===== src/rtl/prng_block_gen.sv =====
// prng_block_gen: parametrised LFSR random block generator with seed load,
// one-shot/continuous modes, valid/ready output handshake and sticky error.
// Ports:
//   clk, rst_n        clock (rising edge) and asynchronous active-low reset
//   seed_we, seed_i   seed load strobe and value (honoured in IDLE only)
//   start_i, mode_i   start request (IDLE only); 0 = one-shot, 1 = continuous
//   ready_i           consumer accepts data_o
//   data_o, valid_o   generated block and its valid flag
//   busy_o, err_o     generator not idle; sticky error (zero seed / seed while busy)
module prng_block_gen #(
    parameter int                LFSR_W       = 64,
    parameter logic [LFSR_W-1:0] TAPS         = 64'hD800_0000_0000_0000,
    parameter logic [LFSR_W-1:0] DEFAULT_SEED = 64'h0000_0000_0000_0001,
    parameter int                BITS_PER_CYC = 1,
    parameter int                OUT_W        = 1024
) (
    input  logic              clk,
    input  logic              rst_n,
    input  logic              seed_we,
    input  logic [LFSR_W-1:0] seed_i,
    input  logic              start_i,
    input  logic              mode_i,
    input  logic              ready_i,
    output logic [OUT_W-1:0]  data_o,
    output logic              valid_o,
    output logic              busy_o,
    output logic              err_o
);
    localparam int N  = OUT_W / BITS_PER_CYC;
    localparam int CW = $clog2(N) + 1;

    typedef enum logic [1:0] {IDLE, FILL, HOLD} state_e;

    state_e            state_q, state_d;
    logic [LFSR_W-1:0] lfsr_q, lfsr_d, lfsr_step;
    logic [OUT_W-1:0]  sh_q, sh_d, sh_step, data_q, data_d;
    logic [CW-1:0]     cnt_q, cnt_d;
    logic              valid_q, valid_d, err_q, err_d;

    // BITS_PER_CYC single-bit steps chained in order, so any step count
    // produces the same bit stream as one step per clock.
    always_comb begin
        lfsr_step = lfsr_q;
        sh_step   = sh_q;
        for (int i = 0; i < BITS_PER_CYC; i++) begin
            sh_step   = (sh_step << 1) | OUT_W'(lfsr_step[0]);
            lfsr_step = {lfsr_step[LFSR_W-2:0], ^(lfsr_step & TAPS)};
        end
    end

    always_comb begin
        state_d = state_q;
        lfsr_d  = lfsr_q;
        sh_d    = sh_q;
        data_d  = data_q;
        cnt_d   = cnt_q;
        valid_d = valid_q;
        err_d   = err_q | (seed_we & ((state_q != IDLE) | (seed_i == '0)));
        case (state_q)
            IDLE: begin
                if (seed_we) begin
                    lfsr_d = (seed_i != '0) ? seed_i : lfsr_q;
                end else if (start_i) begin
                    cnt_d   = '0;
                    state_d = FILL;
                end
            end
            FILL: begin
                lfsr_d = lfsr_step;
                sh_d   = sh_step;
                cnt_d  = cnt_q + 1'b1;
                if (cnt_q == CW'(N - 1)) begin
                    data_d  = sh_step;
                    valid_d = 1'b1;
                    state_d = HOLD;
                end
            end
            HOLD: begin
                if (ready_i) begin
                    valid_d = 1'b0;
                    cnt_d   = '0;
                    state_d = mode_i ? FILL : IDLE;
                end
            end
            default: state_d = IDLE;
        endcase
    end

    always_ff @(posedge clk or negedge rst_n) begin
        if (!rst_n) begin
            state_q <= IDLE;
            lfsr_q  <= DEFAULT_SEED;
            sh_q    <= '0;
            data_q  <= '0;
            cnt_q   <= '0;
            valid_q <= 1'b0;
            err_q   <= 1'b0;
        end else begin
            state_q <= state_d;
            lfsr_q  <= lfsr_d;
            sh_q    <= sh_d;
            data_q  <= data_d;
            cnt_q   <= cnt_d;
            valid_q <= valid_d;
            err_q   <= err_d;
        end
    end

    assign data_o  = data_q;
    assign valid_o = valid_q;
    assign busy_o  = (state_q != IDLE);
    assign err_o   = err_q;
endmodule


===== config.mk =====
export PLATFORM = sky130hd
export DESIGN_NAME = prng_block_gen
export DESIGN_NICKNAME = d
export VERILOG_FILES = /design/src/rtl/prng_block_gen.sv
export SDC_FILE = /design/constraint.sdc
export NUM_CORES = 2
export LEC_CHECK = 0
export CORE_AREA = 5 5 423 425
export CTS_CLUSTER_DIAMETER = 80
export CTS_CLUSTER_SIZE = 40
export DETAILED_ROUTE_END_ITERATION = 6
export DIE_AREA = 0 0 428 430
export PLACE_DENSITY = 0.72
export SLEW_MARGIN = 20
export SYNTH_ARGS = -nofsm -noshare
export SYNTH_HDL_FRONTEND = slang
export SYNTH_SLANG_ARGS = --single-unit

===== constraint.sdc =====
create_clock -name clk -period 2.4 [get_ports clk]
set_clock_uncertainty 0.2 [all_clocks]
set_input_delay 0.72 -clock clk [delete_from_list [all_inputs] [get_ports clk]]
set_output_delay 0.72 -clock clk [all_outputs]
set_load 0.01 [all_outputs]

==> results.md <==
- Area of the multi-input gates: 25500 µm²
- Crit end category: flip-flop
- Root Buffer: clkbuf_16
- Final hold vios: 0
- Global-route wire length before repair: 344000 µm
- Core Area: 175000 µm²
- Yosys reg bits: 2126
- Crit Path Category: flip-flop to flip-flop
- Yosys Warn Count: 0
- Max Transition Viols Final: 0
- Final Net Count: 8301
- F_max: 379 MHz
- Share of cells above drive strength 1: 31.8%
- Area Overhead vs Synth: 20.8%
- Power Density: 677 nW/µm²
- Yosys top cell area share: 66.2%
- Worst Path Arrival: 3.07 ns
- Post-synth top cells: nand2_1, dfrtp_1, mux2_2, clkbuf_1, a21oi_1
- Full die area: 184000 µm²
- Cell variety after synth: 32
- EDFF count, synth: 0
- DR iter-0 viols: 4645
- Placed wire-length estimate: 158000 µm
- P_sw: 18000 µW
- Leakage: 0.0551 µW
- Final core utilization: 55.5%
- CTS tree: done
- Failing checks: negative setup slack
- CP max-delay cell: or4_4
- Clock power share: 35.3%
- # H-tree levels: 3
- Crit-path leading delay family: simple AND/OR/NAND/NOR gates
- Reg2reg setup slack: -0.24 ns
- Internal: 47700 µW
- Rows: 154
- Avg WL per Cell: 21.3 µm
- Crit Path Max Fanout: 49
- Maximum VDD drop: 582 µV
- Die Y: 430 µm
- Most frequent cell after synthesis: nand2_1
- Avg Inst Size Synth: 11.4 µm²
- Post-Layout Inst Area: 97000 µm²
- Normalized max-slew margin: 27.1%
- Fillers: 14900
- Post-DR vias/cell: 5.16
- Sink Count: 2126
- Seq. cell area: 53300 µm²
- Worst-Skew Late Latency: 0.77 ns
- Most Frequent Cell on Critical Path: buf_12
- Final Cycle Share: 110%
- Crit-path cells: ha_2 > nand2_2 > or3_4 > or4_4 > buf_12 > buf_12 > buf_12 > mux2_2
- DRC: 0
- Final wirelength: 227000 µm
- Top cells by area in the synthesized netlist: dfrtp_1, nand2_1, mux2_2
- GP Congestion: 0.907
- Reg power frac: 56.8%
- Vias in the first global route: 55700
- Setup crit start kind: flip-flop
- Die Wd: 428 µm
- Max-Cap Viols: 0
- Starting density of the core: 45.9%
- Worst Setup Slack, final: -0.241 ns
- Critical Path RT: 2.83 ns
- Synthesized instance count: 7024
- Post-synth top flop: dfrtp_1
- Vias: 54900
- Worst-path clk slew: 0.11 ns
- All-Layer GR Usage: 23.8%
- Total power: 65700 µW
- Post-DP Area: 95600 µm²
- Sequential fraction of the synthesis area: 66.3%
- Worst-Margin Slew: 1.09 ns
- Clock buffer depth: 3
- Initial antenna violation count: 2
- Sw frac: 27.4%
- Min Tclk post-route: 2.64 ns
- Status: finished with violations
- Comb power frac: 8.0%
- ANT nets after route: 0
- Hold WC Path Type: flip-flop to flip-flop
- Syn_nets: 7095
- CP peak stage delay: 0.44 ns
- Biggest area consumer among synthesized cells: dfrtp_1
- Grt ovf: 0
- Port bufs: 1096
- WP buf/inv: 3
- Setup violations, final: 1066
- Io pins: 1097
- TritonCTS Buffers: 99
- RSZ-0062 raised after global routing: true
- Mapped Area: 80300 µm²
- Async S/R FF share, synth: 100%
- Largest net degree at the start of global routing: 157
- Drt first pass iters: 6
## per-stage QoR
| step | TNS (ns) | hold WS [ns] | cells | setup slack [ns] |
|---|---|---|---|---|
| 4_1_cts | -191.18 | 0.266 | 10600 | -0.264 |
| 3_3_place_gp | -221.78 | 0.256 | 10300 | -0.798 |
| 5_1_grt | -224.41 | 0.297 | 10700 | -0.284 |
| 3_5_place_dp | -251.50 | 0.273 | 10300 | -0.848 |
| 6_report | -162.79 | 0.248 | 10700 | -0.241 |
| 2_1_floorplan | -79.54 | 0.224 | 7024 | -0.169 |
## tightest hold or removal path, delay by kind of cell (launching register included)
kind,cells,cell delay [ns]
AND/OR/NAND/NOR,2,0.11
flip-flops,1,0.37
## sequential cells by signal (all words and copies together) (netlist names)
register	cells
cnt_q	11
data_o	1024
err_o	1
lfsr_q	64
sh_q	1023
state_q	2
valid_o	1
## repair_timing
| action | 4_1_cts | 5_1_grt |
|---|---|---|
| setup endpoints to repair | 2024 | 1265 |
| resized for setup | 4085 | 18 |
| buffers inserted | 112 | 6 |
| hold buffers | 1 | 0 |
| endpoints found under the hold margin | 25 | 0 |
| cloned | 0 | 22 |
| pin swaps | 1 | 3 |
## layout make-up
type	instances	share of cell area (%)
diodes	2	0.00516
clock buffers	104	2.63
clock inverters	78	1.54
inverters	5	0.0245
multi-input cells	4498	26.2
flip-flops and latches	2126	54.9
well taps	2340	3.02
repair buffers	1500	11.6
## cells by family after synthesis
family	Yosys count	synth area share, %
and+or+nand+nor	3250	15.6
DFF	2126	66.3
muxes	1024	14.5
buffers and inverters	400	2.08
AOI/OAI and AO/OA	220	1.51
xor gates and xnor gates	3	0.0327
adders and majority gates	1	0.0156
## per-layer routing
layer  global-route usage (%)  vias up  wire (µm)
met5                        0        -          0
met4                     12.7        0      14000
met3                     4.44      403      12200
met2                     39.0     1558     111000
met1                     30.0    28000      90200
li1                         -    25000          -
## cells in the final DEF, fill, tap and decap left out, types with 65 or more instances in the layout
| master | Yosys | layout |
|---|---|---|
| buf_12 | 0 | 81 |
| dfrtp_1 | 2125 | 2066 |
| a21oi_1 | 134 | 134 |
| nand2_1 | 3078 | 3077 |
| mux2_2 | 997 | 996 |
| buf_4 | 0 | 296 |
| buf_2 | 107 | 858 |
| clkbuf_16 | 0 | 116 |
| o22ai_1 | 65 | 65 |
| clkdlybuf4s50_1 | 0 | 67 |
| nor2_1 | 71 | 70 |
## power by group through the flow
stage          combinational [µW]  clock, µW  sequential [µW]
2_1_floorplan                2840          0            37800
3_3_place_gp                 5110          0            37900
3_5_place_dp                 5230          0            38000
4_1_cts                      5250      23700            37300
5_1_grt                      5860      25000            37400
6_report                     5230      23200            37300
## path summary, 6_finish.rpt
check                          start           to  depth (start not counted)
max                         cnt_q[0]  data_o[133]                          8
min                        sh_q[885]    sh_q[886]                          2
max reg2reg                 cnt_q[0]  data_o[133]                          8
min reg2reg                sh_q[885]    sh_q[886]                          2
max in group asynchronous      rst_n    sh_q[879]                          4
min in group asynchronous      rst_n  data_o[133]                          2
Power figures use the tool's default switching activity.
